### config.mk
export PLATFORM = sky130hd
export DESIGN_NAME = pkt_rx_reader
export DESIGN_NICKNAME = d
export VERILOG_FILES = /design/src/rtl/pkt_rx_reader.sv
export SDC_FILE = /design/constraint.sdc
export NUM_CORES = 1
export LEC_CHECK = 0
export CAP_MARGIN = 20
export CORE_MARGIN = 2
export CORE_UTILIZATION = 47
export CTS_BUF_LIST = sky130_fd_sc_hd__clkbuf_4 sky130_fd_sc_hd__clkbuf_8
export DETAILED_ROUTE_END_ITERATION = 16
export GPL_ROUTABILITY_DRIVEN = 0
export PLACE_DENSITY_LB_ADDON = 0.1
export SETUP_SLACK_MARGIN = 0.3
export SYNTH_ARGS = -nofsm -noshare
export SYNTH_HDL_FRONTEND = slang
export SYNTH_SLANG_ARGS = --single-unit
### constraint.sdc
create_clock -name clk_156m25 -period 6.3 [get_ports clk_156m25]
set_input_delay 0.63 -clock clk_156m25 [delete_from_list [all_inputs] [get_ports clk_156m25]]
set_output_delay 0.63 -clock clk_156m25 [all_outputs]
set_load 0.03 [all_outputs]
### src/rtl/pkt_rx_reader.sv
// Drain engine for the 10GE MAC receive packet interface: reads frames word by word,
// forwards the stream one cycle later and reports per-frame length, status and counts.
module pkt_rx_reader #(
    parameter int unsigned MAX_LEN = 1518,
    parameter int unsigned TIMEOUT = 16
) (
    input  logic        clk_156m25,
    input  logic        reset_156m25,
    input  logic        enable,
    input  logic        pkt_rx_avail,
    output logic        pkt_rx_ren,
    input  logic        pkt_rx_val,
    input  logic [63:0] pkt_rx_data,
    input  logic        pkt_rx_sop,
    input  logic        pkt_rx_eop,
    input  logic [2:0]  pkt_rx_mod,
    input  logic        pkt_rx_err,
    output logic        out_val,
    output logic        out_sop,
    output logic        out_eop,
    output logic [63:0] out_data,
    output logic [2:0]  out_mod,
    output logic        frame_done,
    output logic [15:0] frame_len,
    output logic [4:0]  frame_status,
    output logic [31:0] frame_cnt,
    output logic [15:0] err_cnt
);

    localparam int unsigned DW = 64;
    localparam int unsigned LW = 16;
    localparam int unsigned SW = 5;
    localparam int unsigned CW = 32;
    localparam int unsigned EW = 16;
    localparam int unsigned IW = $clog2(TIMEOUT) + 1;

    typedef enum logic [1:0] {S_IDLE, S_READ, S_DONE} state_t;

    state_t          state_q, state_d;
    logic [LW-1:0]   len_q, len_d;
    logic [SW-1:0]   stat_q, stat_d;
    logic            sop_seen_q, sop_seen_d;
    logic            any_val_q, any_val_d;
    logic [IW-1:0]   idle_q, idle_d;

    logic            start;
    logic            last_word;
    logic            timeout_hit;
    logic            frame_end;
    logic [3:0]      add_bytes;
    logic [LW:0]     len_sum;
    logic [SW-1:0]   fin_status;

    logic            frame_done_q;
    logic [LW-1:0]   frame_len_q;
    logic [SW-1:0]   frame_status_q;
    logic [CW-1:0]   frame_cnt_q;
    logic [EW-1:0]   err_cnt_q;
    logic            out_val_q, out_sop_q, out_eop_q;
    logic [DW-1:0]   out_data_q;
    logic [2:0]      out_mod_q;

    assign start       = (state_q == S_IDLE) && enable && pkt_rx_avail;
    assign last_word   = (state_q == S_READ) && pkt_rx_val && pkt_rx_eop;
    assign timeout_hit = (state_q == S_READ) && !pkt_rx_val && (idle_q == IW'(TIMEOUT - 1));
    assign frame_end   = last_word || timeout_hit;

    // State register
    always_ff @(posedge clk_156m25 or posedge reset_156m25) begin
        if (reset_156m25) state_q <= S_IDLE;
        else              state_q <= state_d;
    end

    // Next-state logic
    always_comb begin
        state_d = state_q;
        case (state_q)
            S_IDLE:  if (start) state_d = S_READ;
            S_READ:  if (frame_end) state_d = S_DONE;
            S_DONE:  state_d = S_IDLE;
            default: state_d = S_IDLE;
        endcase
    end

    // Read enable drops combinationally in the eop or timeout cycle
    always_comb begin
        pkt_rx_ren = (state_q == S_READ) && !(pkt_rx_val && pkt_rx_eop) && !timeout_hit;
    end

    // Per-frame accumulators
    always_comb begin
        len_d      = len_q;
        stat_d     = stat_q;
        sop_seen_d = sop_seen_q;
        any_val_d  = any_val_q;
        idle_d     = idle_q;
        add_bytes  = (pkt_rx_eop && (pkt_rx_mod != 3'd0)) ? {1'b0, pkt_rx_mod} : 4'd8;
        len_sum    = {1'b0, len_q} + (LW + 1)'(add_bytes);
        if (start) begin
            len_d      = '0;
            stat_d     = '0;
            sop_seen_d = 1'b0;
            any_val_d  = 1'b0;
            idle_d     = '0;
        end else if (state_q == S_READ) begin
            if (pkt_rx_val) begin
                len_d     = len_sum[LW] ? '1 : len_sum[LW-1:0];
                idle_d    = '0;
                any_val_d = 1'b1;
                if (pkt_rx_sop) begin
                    if (sop_seen_q) stat_d[2] = 1'b1;
                    sop_seen_d = 1'b1;
                end
                if (!any_val_q && !pkt_rx_sop) stat_d[1] = 1'b1;
                if (pkt_rx_eop && pkt_rx_err) stat_d[0] = 1'b1;
            end else begin
                idle_d = idle_q + IW'(1);
                if (timeout_hit) stat_d[4] = 1'b1;
            end
        end
        fin_status = stat_d | {1'b0, (len_d > LW'(MAX_LEN)), 3'b000};
    end

    always_ff @(posedge clk_156m25 or posedge reset_156m25) begin
        if (reset_156m25) begin
            len_q      <= '0;
            stat_q     <= '0;
            sop_seen_q <= 1'b0;
            any_val_q  <= 1'b0;
            idle_q     <= '0;
        end else begin
            len_q      <= len_d;
            stat_q     <= stat_d;
            sop_seen_q <= sop_seen_d;
            any_val_q  <= any_val_d;
            idle_q     <= idle_d;
        end
    end

    // Frame results land on the edge that enters DONE, so they coincide with frame_done
    always_ff @(posedge clk_156m25 or posedge reset_156m25) begin
        if (reset_156m25) begin
            frame_done_q   <= 1'b0;
            frame_len_q    <= '0;
            frame_status_q <= '0;
            frame_cnt_q    <= '0;
            err_cnt_q      <= '0;
        end else begin
            frame_done_q <= frame_end;
            if (frame_end) begin
                frame_len_q    <= len_d;
                frame_status_q <= fin_status;
                frame_cnt_q    <= frame_cnt_q + CW'(1);
                if ((fin_status != '0) && (err_cnt_q != '1)) err_cnt_q <= err_cnt_q + EW'(1);
            end
        end
    end

    // Unconditional one-cycle pass-through
    always_ff @(posedge clk_156m25 or posedge reset_156m25) begin
        if (reset_156m25) begin
            out_val_q  <= 1'b0;
            out_sop_q  <= 1'b0;
            out_eop_q  <= 1'b0;
            out_data_q <= '0;
            out_mod_q  <= '0;
        end else begin
            out_val_q  <= pkt_rx_val;
            out_sop_q  <= pkt_rx_sop;
            out_eop_q  <= pkt_rx_eop;
            out_data_q <= pkt_rx_data;
            out_mod_q  <= pkt_rx_mod;
        end
    end

    assign out_val      = out_val_q;
    assign out_sop      = out_sop_q;
    assign out_eop      = out_eop_q;
    assign out_data     = out_data_q;
    assign out_mod      = out_mod_q;
    assign frame_done   = frame_done_q;
    assign frame_len    = frame_len_q;
    assign frame_status = frame_status_q;
    assign frame_cnt    = frame_cnt_q;
    assign err_cnt      = err_cnt_q;

endmodule

; Word-level counts from Yosys, hierarchy flattened
; Cells that the tools add are included.
[totals]
output_inout_bits = 141
wordCells = 86
input_bits = 75
ff_bits = 170
[classes]
addsub = 4
bitwise_logic = 1
mux = 30
n_eq_ne = 5
reduce_logical = 29
order_cmp = 1
[op_table]
columns = op, n
row1 = two-way mux 16 bit, 4
row2 = adder 32 x 1 -> 32 bit (second input constant), 1
row3 = adder 16 x 4 -> 17 bit, 1
row4 = adder 16 x 1 -> 16 bit (second input constant), 1
row5 = greater-than comparator 16 x 11 -> 1 bit (second input constant), 1
row6 = two-way mux 1 bit, 16
row7 = inequality test 16 bit (second input constant), 1
row8 = two-way mux 5 bit, 3
row9 = logical AND 1 bit, 13
row10 = two-way mux 3 bit, 3
row11 = AND reduction 2 bit, 3
row12 = nonzero test 2 bit, 3
row13 = adder 5 x 1 -> 5 bit (second input constant), 1
row14 = equality test 5 x 4 -> 1 bit (second input constant), 1
row15 = logical NOT 1 bit, 5
row16 = OR 5 x 4 -> 5 bit, 1
row17 = nonzero test 5 bit, 1
row18 = two-way mux 2 bit, 2
row19 = two-way mux 4 bit, 1
row20 = inequality test 2 bit (second input constant), 2
row21 = case mux 2 bit (2 select lines), 1
row22 = AND reduction 3 bit, 1
row23 = nonzero test 3 bit, 1
row24 = equality test 2 x 1 -> 1 bit (second input constant), 1
row25 = 2 further kinds, 2

; Logic depth before layout (Yosys ltp)
[depth]
depth_word = 13
depth_mapped = 12
ltp_nobuf = 11

; Least setup slack after synthesis
; Ideal clock, no wire load.
[synth_path]
path_kind = in2reg
from = input pkt_rx_mod[0]
to = register err_cnt_q[6], in the netlist err_cnt[6]
slack_ps = 2849
n_path_buf = 1
path_stages = 11
t_arrival_ps = 3314
required_ps = 6163
setup_ps = 137
path_cell_list = o31ai_1 -> ha_1 -> a21oi_1 -> a2111oi_4 -> nor4_1 -> a211oi_1 -> or4_4 -> nor4_4 -> buf_6 -> nor2_1 -> xor2_1
[synth_between]
elab_chain_cells = 13
[synth_rtl]
columns = item, line_no
row1 = from (decl), 16  ; input logic [2:0] pkt_rx_mod,
row2 = nonzero test 3 bit, 97  ; add_bytes = (pkt_rx_eop && (pkt_rx_mod != 3'd0)) ? {1'b0, pkt_rx_mod} : 4'd8;
row3 = logical AND 1 bit, 97
row4 = two-way mux 4 bit *, 97
row5 = adder 16 x 4 -> 17 bit *, 98  ; len_sum = {1'b0, len_q} + (LW + 1)'(add_bytes);
row6 = two-way mux 16 bit *, 107  ; len_d = len_sum[LW] ? '1 : len_sum[LW-1:0];
row7 = two-way mux 16 bit *, 106  ; if (pkt_rx_val) begin
row8 = two-way mux 16 bit *, 105  ; end else if (state_q == S_READ) begin
row9 = two-way mux 16 bit *, 99  ; if (start) begin
row10 = net len_d[11], 40  ; logic [LW-1:0] len_q, len_d;
row11 = greater-than comparator 16 x 11 -> 1 bit *, 121  ; fin_status = stat_d | {1'b0, (len_d > LW'(MAX_LEN)), 3'b000};
row12 = OR 5 x 4 -> 5 bit *, 121
row13 = nonzero test 5 bit *, 154  ; if ((fin_status != '0) && (err_cnt_q != '1)) err_cnt_q <= err_cnt_q + EW'(1);
row14 = logical AND 1 bit *, 154
row15 = AND reduction 2 bit (no source line) *, -
row16 = to (signal assigned), 154
row17 = to (decl), 58  ; logic [EW-1:0] err_cnt_q;
; The timed path passes the listed nets; every way through them passes the cells marked *.
; A chain may end at the register's enable or synchronous reset.

; Worst setup path after layout
[layout_path]
from = input pkt_rx_mod[1]
to = register err_cnt_q[1], in the netlist err_cnt[1]
; The elaborated chain is that of the path after synthesis.

==> impl_metrics.py <==
metrics = {
    "run_status": {
        "run_status": "completed",
    },
    "sta": {
        "layout_setup_ws_ps": 1920,
        "hold_violations": 0,
        "finalSetupTns_ps": 0,
        "min_period_over_period": 0.696,
        "slew_violations": 0,
        "max_freq_ghz": 0.228,
        "rsz0062_at_grt": "no",
        "final.min_clock_period_ps": 4380,
        "skew_ps": 8.97,
        "worst_slew_pin_slew_ps": 1050,
        "setup_viol": 0,
        "relSlewSlack": 0.298,
    },
    "cts": {
        "cts.sinks": 170,
        "clockBufferDepth": 2,
        "ctsResizeCount": 0,
        "clkTransAtPathRegs_ps": 80,
        "clockRootBuffer": "clkbuf_8",
        "ctsHoldBuffers": 0,
        "worstSkewPairLatency_ps": 440,
        "htreeDepth": 4,
        "cts_tree": "yes",
        "post_cts_buffers": 0,
        "cts_buffers": 17,
    },
    "finish": {
        "area_growth_pct": 42.8,
        "final_nets": 803,
        "multiInputGateArea_um2": 2180,
        "fillCellCount": 1005,
        "fin_cells": 911,
        "drive_gt1_frac": 0.103,
        "seq_area_um2": 4250,
        "diodes": 0,
    },
    "drt": {
        "post_drt_wl_per_cell_um": 17.3,
        "antenna_left": 0,
        "drcViolationCount": 0,
        "wl_mm": 15.8,
        "via_per_inst": 5.20,
        "drt_iter0_drc": 256,
        "dr_total_vias": 4741,
        "firstDrtPassIters": 4,
    },
    "synthesis": {
        "synth_seq_cells": 170,
        "synth_cells": 492,
        "synthSimpleGateAreaFrac": 0.147,
        "synth_top_area_cell": "dfrtp_1",
        "synth_ff_type": "dfrtp_1",
        "post_synth_xor_area_fraction": 0.0644,
        "synth_fa_ha_area_frac": 0.0184,
        "synth_top_family_by_area": "simple AND/OR/NAND/NOR gates",
        "yosys_warnings": 0,
        "syn-cell-area_um2": 6520,
        "synth_compound_area_frac": 0.0568,
        "synthMuxAreaShare": 0.0464,
        "syn_area_per_cell_um2": 13.3,
        "synthesis.nets": 576,
        "synth_edf_count": 0,
        "synth_top_area_frac": 0.652,
        "postSynth.asyncResetShare": 1.00,
        "ys_seq_area_frac": 0.652,
        "synth.area.top_cells": "dfrtp_1 (65%), xnor2_1 (3.5%), mux2_2 (3.1%), xor2_1 (3.0%), nand3_1 (1.8%)",
        "ys_types": 58,
    },
    "placement": {
        "dpl.hpwl_mm": 11.3,
        "io_buffers": 215,
        "preCtsSetupSlack_ps": 1470,
        "placed_cells": 879,
    },
    "floorplanning": {
        "initial_core_util": 0.476,
        "dieArea_um2": 14800,
        "core_region_area_um2": 13700,
        "die_width_um": 122,
        "io_pins": 216,
        "die_y_um": 122,
        "rows": 43,
    },
    "power_and_ir_drop": {
        "powerDensity_nw_per_um2": 296,
        "combinationalPowerShare": 0.251,
        "p_switching_w": 0.000871,
        "peakVddDrop_uv": 155,
        "pwr-share-seq": 0.466,
        "leakagePower_nw": 4.08,
        "swShare": 0.316,
        "internal-power_w": 0.00189,
        "p_clk_frac": 0.283,
    },
    "grt": {
        "grt_max_degree": 116,
        "grt.total_usage": 0.225,
        "grt_overflow_total": 0,
        "grt_pass1_wl_mm": 25.8,
        "grt_pass1_vias": 5065,
        "antenna_found_initial": 0,
    },
    "min_path": {
        "hold_class": "flip-flop to flip-flop",
        "worstHoldPathCells": 1,
    },
    "worst_setup_path": {
        "endpoint_kind": "flip-flop",
        "cp-start-kind": "input pin",
        "critical_path_class": "input pin to flip-flop",
        "arrival_ps": 4710,
        "cp.required_ps": 6630,
        "path_max_fanout": 15,
        "r2r_cells": 10,
    },
    "job": {
        "max_cap_violations": 0,
    },
}
==> critical path: stages <==
cell and delay, ps:
clkdlybuf4s50_1 460, o31ai_1 330, ha_1 330, a21oi_1 440, a2111oi_4 220, nor4_1 210, a211oi_1 170, or4_4 580
nor4_4 870, nor2_2 130, mux2_4 330
==> metal layers <==
metal	up-vias	GRT usage	part of all wire
met5	-	0	0
met1	2340	0.270	0.40
met4	0	0.0783	0.012
met3	16	0.113	0.11
li1	2191	-	-
met2	194	0.353	0.48
==> per-stage QoR <==
stage	cell area (um^2)	hold slack, ps	total power, W	util
2_1_floorplan	6520	452	0.00171	-
3_3_place_gp	8870	464	0.00198	0.647
3_5_place_dp	8890	465	0.00200	0.648
4_1_cts	9290	485	0.00279	0.677
5_1_grt	9310	502	0.00290	0.679
6_report	9310	477	0.00276	0.679
==> synth_stat cells (all sizes together) (4+ instances only) <==
cell type and n:
nand2 25, inv 10, buf 8, o21ai 6
nor2 29, clkbuf 4, nor4 10, a31oi 8
o31ai 7, xor2 22, and2 7, nand3 23
or2 4, and3 14, ha 8, mux2i 4
xnor2 26, nand4 16, mux2 23, and4 4
nand2b 6, nor3 16, dfrtp 170, a21oi 11
==> flip-flops by register name, summed over array words and instances (netlist names) <==
signal and cells:
out_val 1, idle_q 5, out_data 64, frame_done 1
frame_len 16, frame_cnt 32, out_mod 3, len_q 16
out_sop 1, frame_status 5, sop_seen_q 1, any_val_q 1
err_cnt 16, stat_q 5, out_eop 1, state_q 2
==> path summary, 6_finish.rpt <==
kind	start	end	slack, ps
min reg2reg	frame_cnt[31]	frame_cnt[31]	480
max in group asynchronous	reset_156m25	frame_cnt[31]	4330
max	pkt_rx_mod[1]	err_cnt[1]	1920
max reg2reg	len_q[0]	err_cnt[1]	2460
min	frame_cnt[31]	frame_cnt[31]	480
min in group asynchronous	reset_156m25	out_data[51]	520
==> power by group through the flow <==
stage	clock (W)	sequential (W)	combinational (W)
2_1_floorplan	0	0.00144	0.000272
5_1_grt	0.000846	0.00130	0.000749
4_1_cts	0.000803	0.00129	0.000697
6_report	0.000780	0.00129	0.000693
3_3_place_gp	0	0.00130	0.000674
3_5_place_dp	0	0.00131	0.000689
==> cells in the final DEF, fill, tap and decap left out, types with 4 or more instances in the layout <==
master / count
nor4_1: 9
a31oi_1: 8
and3_1: 14
ha_1: 8
clkinv_2: 4
a21oi_1: 11
and4_1: 4
nor3_2: 6
nand2_1: 25
nand2b_1: 6
nand4_1: 15
xnor2_1: 26
mux2_2: 18
nand3_1: 23
inv_1: 8
o21ai_0: 5
dfrtp_1: 170
mux2i_1: 4
clkdlybuf4s50_1: 215
xor2_1: 22
nor2_1: 28
and2_1: 7
mux2_1: 4
nor3_1: 10
o31ai_1: 7
clkbuf_8: 17
==> final cells by class <==
type	count	share of cell area
Clock buffer	19	0.0267
Clock inverter	12	0.0161
Timing Repair Buffer	220	0.238
Sequential cell	170	0.457
Tap cell	180	0.0242
Multi-Input combinational cell	300	0.234
Inverter	10	0.00457
==> kinds of logic after synthesis <==
| group | Yosys count |
|---|---|
| compound gates | 51 |
| xor+xnor | 48 |
| fa+ha+maj | 9 |
| buf+inv | 22 |
| flops | 170 |
| mux | 27 |
| simple gates | 165 |
Note: power is estimated with default switching activity, not from simulation.
